`src/rtl/hazard_mem_ctrl_pkg.sv`:
```
// Shared types and constants for the pipeline hazard / data-memory controller.
package hazard_pkg;

    // ALU operand source select: register file, write-back result, or MEM-stage result.
    typedef enum logic [1:0] {
        FWD_RF  = 2'b00,
        FWD_WB  = 2'b01,
        FWD_MEM = 2'b10
    } fwd_sel_t;

    // ResultSrc encodings of the instruction in E.
    localparam logic [1:0] RES_ALU = 2'b00;
    localparam logic [1:0] RES_MEM = 2'b01;
    localparam logic [1:0] RES_PC4 = 2'b10;

    // Data-memory access sequencer states.
    typedef enum logic [1:0] {
        IDLE = 2'b00,
        REQ  = 2'b01,
        WAIT = 2'b10
    } mem_state_t;

    // Pick the forwarding source for one source register; the younger M result wins over W.
    function automatic fwd_sel_t fwd_select(
        input logic [4:0] rs,
        input logic [4:0] rd_m,
        input logic       wr_m,
        input logic [4:0] rd_w,
        input logic       wr_w
    );
        fwd_sel_t sel;
        if (wr_m && (rd_m != 5'd0) && (rd_m == rs)) begin
            sel = FWD_MEM;
        end else if (wr_w && (rd_w != 5'd0) && (rd_w == rs)) begin
            sel = FWD_WB;
        end else begin
            sel = FWD_RF;
        end
        return sel;
    endfunction

endpackage

```
`src/rtl/hazard_mem_ctrl_if.sv`:
```
// Data-memory request/grant/completion handshake between the pipeline controller and memory.
interface hazard_mem_ctrl_if;

    logic dmem_req;
    logic dmem_gnt;
    logic dmem_rvalid;

    // Controller side: issues the request, observes grant and completion.
    modport master (
        output dmem_req,
        input  dmem_gnt,
        input  dmem_rvalid
    );

    // Memory side: observes the request, returns grant and completion.
    modport slave (
        input  dmem_req,
        output dmem_gnt,
        output dmem_rvalid
    );

endinterface

```
`src/rtl/hazard_mem_ctrl_forward_unit.sv`:
```
// Combinational operand forwarding for both ALU sources of the instruction in E.
module forward_unit
    import hazard_pkg::*;
(
    input  logic [4:0] Rs1E,
    input  logic [4:0] Rs2E,
    input  logic [4:0] RdM,
    input  logic [4:0] RdW,
    input  logic       RegWriteM,
    input  logic       RegWriteW,
    output fwd_sel_t   fwd_a,
    output fwd_sel_t   fwd_b
);

    // Resolve each operand independently with M taking priority over W.
    always_comb begin
        fwd_a = fwd_select(Rs1E, RdM, RegWriteM, RdW, RegWriteW);
        fwd_b = fwd_select(Rs2E, RdM, RegWriteM, RdW, RegWriteW);
    end

endmodule

```
`src/rtl/hazard_mem_ctrl.sv`:
```
// Central pipeline controller: forwarding, load-use interlock, branch flush and
// MEM-stage data-memory sequencing with a timeout that force-completes hung accesses.
module hazard_mem_ctrl
    import hazard_pkg::*;
#(
    parameter int TIMEOUT_CYCLES = 64
)
(
    input  logic       clk,
    input  logic       reset,
    input  logic [4:0] Rs1D,
    input  logic [4:0] Rs2D,
    input  logic [4:0] Rs1E,
    input  logic [4:0] Rs2E,
    input  logic [4:0] RdE,
    input  logic [1:0] ResultSrcE,
    input  logic       PCSrcE,
    input  logic [4:0] RdM,
    input  logic [4:0] RdW,
    input  logic       RegWriteM,
    input  logic       RegWriteW,
    input  logic       MemReqM,
    hazard_mem_ctrl_if.master mem_bus,
    output logic       StallF,
    output logic       StallD,
    output logic       StallE,
    output logic       StallM,
    output logic       FlushD,
    output logic       FlushE,
    output logic       FlushW,
    output logic [1:0] ForwardAE,
    output logic [1:0] ForwardBE,
    output logic       MemErr
);

    localparam int CNT_W = $clog2(TIMEOUT_CYCLES + 1);
    // Index (issue cycle = 0) of the last cycle an access may stay outstanding.
    localparam logic [CNT_W-1:0] TIMEOUT_LAST = CNT_W'(TIMEOUT_CYCLES - 1);

    mem_state_t       state_r;
    mem_state_t       state_nxt_s;
    logic [CNT_W-1:0] cnt_r;
    logic [CNT_W-1:0] cnt_nxt_s;
    logic [CNT_W-1:0] cnt_inc_s;
    logic             busy_s;
    logic             timeout_s;
    logic             req_s;
    logic             release_s;
    logic             memstall_s;
    logic             lw_stall_s;
    fwd_sel_t         fwd_a_s;
    fwd_sel_t         fwd_b_s;

    forward_unit u_forward_unit (
        .Rs1E      (Rs1E),
        .Rs2E      (Rs2E),
        .RdM       (RdM),
        .RdW       (RdW),
        .RegWriteM (RegWriteM),
        .RegWriteW (RegWriteW),
        .fwd_a     (fwd_a_s),
        .fwd_b     (fwd_b_s)
    );

    // cnt_r counts REQ/WAIT cycles already spent, so cnt_r + 1 is the current cycle's
    // index within the access (issue cycle in IDLE = 0); time out on the last allowed one.
    always_comb begin
        cnt_inc_s = cnt_r + CNT_W'(1);
        busy_s    = (state_r == REQ) || (state_r == WAIT);
        timeout_s = busy_s && (cnt_inc_s == TIMEOUT_LAST);
        release_s = (state_r == WAIT) && mem_bus.dmem_rvalid;
    end

    // Next-state, request and counter update for the memory access sequencer.
    always_comb begin
        state_nxt_s = state_r;
        cnt_nxt_s   = CNT_W'(0);
        req_s       = 1'b0;
        case (state_r)
            IDLE: begin
                req_s = MemReqM;
                if (MemReqM && mem_bus.dmem_gnt) begin
                    state_nxt_s = WAIT;
                end else if (MemReqM) begin
                    state_nxt_s = REQ;
                end else begin
                    state_nxt_s = IDLE;
                end
            end
            REQ: begin
                req_s = 1'b1;
                if (timeout_s) begin
                    state_nxt_s = IDLE;
                end else if (mem_bus.dmem_gnt) begin
                    state_nxt_s = WAIT;
                    cnt_nxt_s   = cnt_inc_s;
                end else begin
                    state_nxt_s = REQ;
                    cnt_nxt_s   = cnt_inc_s;
                end
            end
            WAIT: begin
                req_s = 1'b0;
                if (timeout_s) begin
                    state_nxt_s = IDLE;
                end else if (mem_bus.dmem_rvalid) begin
                    state_nxt_s = IDLE;
                end else begin
                    state_nxt_s = WAIT;
                    cnt_nxt_s   = cnt_inc_s;
                end
            end
            default: begin
                // Unreachable encoding: fall back to a safe idle with no request.
                req_s       = 1'b0;
                state_nxt_s = IDLE;
            end
        endcase
    end

    // Sequencer state and timeout counter; reset aborts any in-flight access at once.
    always_ff @(posedge clk or posedge reset) begin
        if (reset) begin
            state_r <= IDLE;
            cnt_r   <= CNT_W'(0);
        end else begin
            state_r <= state_nxt_s;
            cnt_r   <= cnt_nxt_s;
        end
    end

    // Memory stall holds until completion or timeout; load-use needs a loaded RdE read in D.
    always_comb begin
        memstall_s = MemReqM && !release_s && !timeout_s;
        lw_stall_s = (ResultSrcE == RES_MEM) && (RdE != 5'd0) &&
                     ((RdE == Rs1D) || (RdE == Rs2D));
    end

    // Stall/flush priority: a memory stall freezes F..M and bubbles WB, deferring everything else.
    always_comb begin
        StallF = 1'b0;
        StallD = 1'b0;
        StallE = 1'b0;
        StallM = 1'b0;
        FlushD = 1'b0;
        FlushE = 1'b0;
        FlushW = 1'b0;
        if (reset) begin
            StallF = 1'b0;
            StallD = 1'b0;
        end else if (memstall_s) begin
            StallF = 1'b1;
            StallD = 1'b1;
            StallE = 1'b1;
            StallM = 1'b1;
            FlushW = 1'b1;
        end else begin
            StallF = lw_stall_s;
            StallD = lw_stall_s;
            FlushE = lw_stall_s || PCSrcE;
            FlushD = PCSrcE;
        end
    end

    // Remaining outputs are forced low while reset is held.
    always_comb begin
        if (reset) begin
            mem_bus.dmem_req = 1'b0;
            MemErr           = 1'b0;
            ForwardAE        = 2'b00;
            ForwardBE        = 2'b00;
        end else begin
            mem_bus.dmem_req = req_s;
            MemErr           = timeout_s;
            ForwardAE        = fwd_a_s;
            ForwardBE        = fwd_b_s;
        end
    end

endmodule

```
`src/flat_wrapper.sv`:
```
// flat-port wrapper written by rule: the top's interface ports become plain ports
module hazard_mem_ctrl_flat import hazard_pkg::*;
#(
    parameter int TIMEOUT_CYCLES = 64
)
  (clk, reset, Rs1D, Rs2D, Rs1E, Rs2E, RdE, ResultSrcE, PCSrcE, RdM, RdW, RegWriteM, RegWriteW, MemReqM, StallF, StallD, StallE, StallM, FlushD, FlushE, FlushW, ForwardAE, ForwardBE, MemErr, mem_bus_dmem_req, mem_bus_dmem_gnt, mem_bus_dmem_rvalid);
  hazard_mem_ctrl_if mem_bus_i ();
  input  logic clk;
  input  logic reset;
  input  logic [4:0] Rs1D;
  input  logic [4:0] Rs2D;
  input  logic [4:0] Rs1E;
  input  logic [4:0] Rs2E;
  input  logic [4:0] RdE;
  input  logic [1:0] ResultSrcE;
  input  logic PCSrcE;
  input  logic [4:0] RdM;
  input  logic [4:0] RdW;
  input  logic RegWriteM;
  input  logic RegWriteW;
  input  logic MemReqM;
  output logic StallF;
  output logic StallD;
  output logic StallE;
  output logic StallM;
  output logic FlushD;
  output logic FlushE;
  output logic FlushW;
  output logic [1:0] ForwardAE;
  output logic [1:0] ForwardBE;
  output logic MemErr;
  output wire logic [$bits(mem_bus_i.dmem_req)-1:0] mem_bus_dmem_req;
  input wire logic [$bits(mem_bus_i.dmem_gnt)-1:0] mem_bus_dmem_gnt;
  input wire logic [$bits(mem_bus_i.dmem_rvalid)-1:0] mem_bus_dmem_rvalid;
  assign mem_bus_dmem_req = mem_bus_i.dmem_req;
  assign mem_bus_i.dmem_gnt = mem_bus_dmem_gnt;
  assign mem_bus_i.dmem_rvalid = mem_bus_dmem_rvalid;
  hazard_mem_ctrl #(.TIMEOUT_CYCLES(TIMEOUT_CYCLES)) u_core (.clk(clk), .reset(reset), .Rs1D(Rs1D), .Rs2D(Rs2D), .Rs1E(Rs1E), .Rs2E(Rs2E), .RdE(RdE), .ResultSrcE(ResultSrcE), .PCSrcE(PCSrcE), .RdM(RdM), .RdW(RdW), .RegWriteM(RegWriteM), .RegWriteW(RegWriteW), .MemReqM(MemReqM), .mem_bus(mem_bus_i), .StallF(StallF), .StallD(StallD), .StallE(StallE), .StallM(StallM), .FlushD(FlushD), .FlushE(FlushE), .FlushW(FlushW), .ForwardAE(ForwardAE), .ForwardBE(ForwardBE), .MemErr(MemErr));
endmodule
```
`config.mk`:
```
export PLATFORM = sky130hd
export DESIGN_NAME = hazard_mem_ctrl_flat
export DESIGN_NICKNAME = d
export VERILOG_FILES = /design/src/rtl/hazard_mem_ctrl_pkg.sv /design/src/rtl/hazard_mem_ctrl_if.sv /design/src/rtl/hazard_mem_ctrl_forward_unit.sv /design/src/rtl/hazard_mem_ctrl.sv /design/src/flat_wrapper.sv
export SDC_FILE = /design/constraint.sdc
export NUM_CORES = 1
export LEC_CHECK = 0
export CAP_MARGIN = 20
export CORE_ASPECT_RATIO = 0.8
export CORE_MARGIN = 1
export CORE_UTILIZATION = 40
export DETAILED_ROUTE_END_ITERATION = 7
export DONT_BUFFER_PORTS = 1
export PLACE_DENSITY_LB_ADDON = 0.12
export SYNTH_ARGS = -nofsm -noshare
export SYNTH_HDL_FRONTEND = slang
export SYNTH_HIERARCHICAL = 1
export SYNTH_SLANG_ARGS = --single-unit
export TNS_END_PERCENT = 50
```
`constraint.sdc`:
```
create_clock -name clk -period 4.4 [get_ports clk]
set_input_delay 0.88 -clock clk [delete_from_list [all_inputs] [get_ports clk]]
set_output_delay 0.88 -clock clk [all_outputs]
set_load 0.005 [all_outputs]
```
==> impl_results.md <==
* Result of the run: complete, but fails checks
* Failing checks: DRC
* Worst reg2reg path endpoint: u_core/state_r[1]
* Number of nets in the layout at 172
* Number of cells upsized or downsized after cts at 0
* Pin count of the biggest net entering global routing at 11
* Flip-flop and latch count after synthesis at 9
* Transition time of the tightest slew-check pin at 0.419 ns
* CP max stage cell: or4_1
* Clock buffer depth at 2
* Count of pins over their slew limit at 0
* Number of different library cells in the post-synthesis netlist at 28
* Final total power at 0.267 mW
* Unrepaired setup endpoints after global routing: false
* Clk pin slew, worst setup/hold paths at 0.06 ns
* Design Area, Final at 1030 um^2
* Number of setup buffers added after CTS at 0
* Crit path DAT at 2.16 ns
* Minimum setup slack among reg-to-reg paths at 2.80 ns
* Met3 layer usage reported by global route at 0.0590
* Syn Nets at 171
* Total global routing track utilization at 0.143
* Antenna violations before repair at 0
* Drt first-iter violations at 27
* Sequential share of the synthesized area at 0.225
* Setup WS post-layout at 1.36 ns
* Tcrit/Tclk final at 0.691
* Die height at 46.7 um
* Critical Path RT at 3.52 ns
* Global placement routability congestion at 0.852
* Origin of the critical flop-to-flop path: u_core/cnt_r[0]
* Number of global-route vias before repair at 727
* Worst setup path class: input pin to output pin
* Length in cells of the worst reg-to-reg path at 6
* Number of rows in the core area at 15
* Layout-stage area growth over the synthesis result at 3.25%
* Most instantiated flip-flop cell in the synthesis netlist: dfrtp_1
* Type of origin of the critical path: input pin
* Fin util at 0.458
* Number of H-tree levels at 1
* Fraction of layout instances using a drive strength above 1 at 0.0833
* Clock Sink Count at 9
* Count of input and output buffers at 0
* EDFF count, synth at 0
* Half-perimeter wire length after detailed placement at 1720 um
* Number of optimization iterations in the first detailed-route pass at 6
* Most prevalent standard cell on the critical path: nor4_1
* Max-capacitance violation count at 0
* Storage element area at 225 um^2
* TritonCTS clock tree: built
* Pleak at 0.369 nW
* Cts hold-fix bufs at 0
* Via total after detailed routing at 776
* Number of top-level design ports at 58
* Buf+Inv Stages, Crit Path at 0
* Remaining max-slew budget at the tightest pin at 0.718
* Total of fill cells in the finished design at 225
* Cell area after technology mapping at 1000 um^2
* Cell-by-cell trace of the critical path: or4_1 -> o21ai_2 -> nor4_1 -> nor4_1 -> nor2b_1
* Insertion delay of the later-clocked pin in the worst-skew pair at 0.26 ns
* Starting Density at 0.444
* Count of synthesis-stage warnings from yosys at 6
* Largest fanout of any net on the critical path at 3
* Path category of the worst min-delay check: input pin to async pin
* Fraction of synthesis flops using an asynchronous set or reset pin at 1.00
* Final hold violation count at 0
* Max VDD drop at 72.8 uV
* DRC violations left at 3
* Clock Root Buffer: clkbuf_4
* Type of destination of the critical path: output pin
* DRT antenna net count at 0
* Number of endpoints failing setup at the final stage at 0
* Worst stage delay on the critical path at 0.54 ns
* Setup_tns at 0 ns
* Multi-input logic area at 733 um^2
* Met2 track demand over resource in global routing at 0.239
* Wire length of the first global-routing pass at 2930 um
* Total congestion overflow after global routing at 0
* Routed length per instance at 13.1 um
* Placed standard-cell area at 1000 um^2
* Horizontal die dimension at 57.9 um
* Cts bufs inserted at 3
* Post-Synthesis Cells at 120
* Post-place setup slack at 1.36 ns
* Final Critical Period at 3.04 ns
* Post-Synthesis Mean Instance Area at 8.33 um^2
* Core Region at 2250 um^2
* Final wirelength at 1900 um
* Pwr/cell area at 258 nW/um^2
* Family of cells with the greatest summed delay on the critical path: simple AND/OR/NAND/NOR gates
* N_diodes at 0
* Final setup skew at 0.00165 ns
* Most congested layer reported by global routing: met2
* Global Route met1 Usage at 0.187
* Floorplan die area at 2700 um^2
* Via-to-Cell Ratio at 5.35
* Fmax at 329 MHz
placed cells by master, fill, tap and decap left out, types with 2 or more instances in the layout:
master,synthesis,layout
a21oi_1,2,2
clkbuf_4,0,3
dfrtp_1,9,9
ha_1,6,6
inv_1,4,4
nand2_1,8,8
nand3_1,9,9
nand4_1,2,2
nor2_1,12,12
nor2b_1,6,6
nor3_1,3,3
nor4_1,4,4
o21ai_0,2,2
o21ai_1,2,2
or4_1,3,3
xnor2_1,25,25
xor2_1,9,9
how the worst max path moves through the flow:
stage | from | to | slack [ns] | depth (start not counted)
floorplan | RdM[1] | ForwardAE[0] | 1.51 | 5
global placement | RdM[1] | ForwardBE[0] | 1.42 | 5
detailed placement | RdM[1] | ForwardAE[0] | 1.36 | 5
CTS | RdM[1] | ForwardAE[0] | 1.36 | 5
global route | RdM[1] | ForwardAE[0] | 1.30 | 5
finish | RdM[1] | ForwardAE[0] | 1.36 | 5
stage by stage:
| step | hold slack [ns] | instances |
|---|---|---|
| 5_1_grt | 0.475 | 145 |
| 3_3_place_gp | 0.481 | 141 |
| 3_5_place_dp | 0.485 | 141 |
| 4_1_cts | 0.478 | 145 |
| 6_report | 0.478 | 145 |
| 2_1_floorplan | 0.452 | 120 |
Yosys cell counts, types with 2 or more instances:
cell type / n / area share
o21ai_1: 2 / 0.010
ha_1: 6 / 0.075
nand3_1: 9 / 0.045
nor2b_1: 6 / 0.038
nor4_1: 4 / 0.025
a21oi_1: 2 / 0.010
inv_1: 4 / 0.015
nand2_1: 8 / 0.030
xnor2_1: 25 / 0.22
or4_1: 3 / 0.023
o21ai_0: 2 / 0.010
nor2_1: 12 / 0.045
nand4_1: 2 / 0.013
dfrtp_1: 9 / 0.23
nor3_1: 3 / 0.015
xor2_1: 9 / 0.079
buf_4: 3 / 0.023
registers in the layout, summed over array words and instances (netlist names):
register        count
u_core/state_r      2
u_core/cnt_r        7
where the power goes:
group / internal, mW / leakage (nW) / switching [mW]
combinational: 0.0485 / 0.228 / 0.0528
sequential: 0.0935 / 0.123 / 0.00942
clock: 0.0335 / 0.0177 / 0.0289
layout make-up:
cell class,instances,area share
Inverter,4,0.0145
Tap cell,25,0.0303
Multi-Input combinational cell,103,0.710
Clock inverter,1,0.00485
Clock buffer,3,0.0218
Sequential cell,9,0.218
cell families after synthesis:
logic type,Yosys count,share of synthesized area
compound gates,10,0.0613
xor+xnor,34,0.298
fa+ha+maj,6,0.0751
buf+inv,8,0.0413
flops,9,0.225
simple gates,53,0.299
layer usage:
layer | share of wire | vias to the layer above
met2 | 0.43 | 36
met1 | 0.48 | 333
li1 | - | 407
met5 | 0 | -
met3 | 0.089 | 0
met4 | 0 | 0
(Power assumes the default switching activity.)
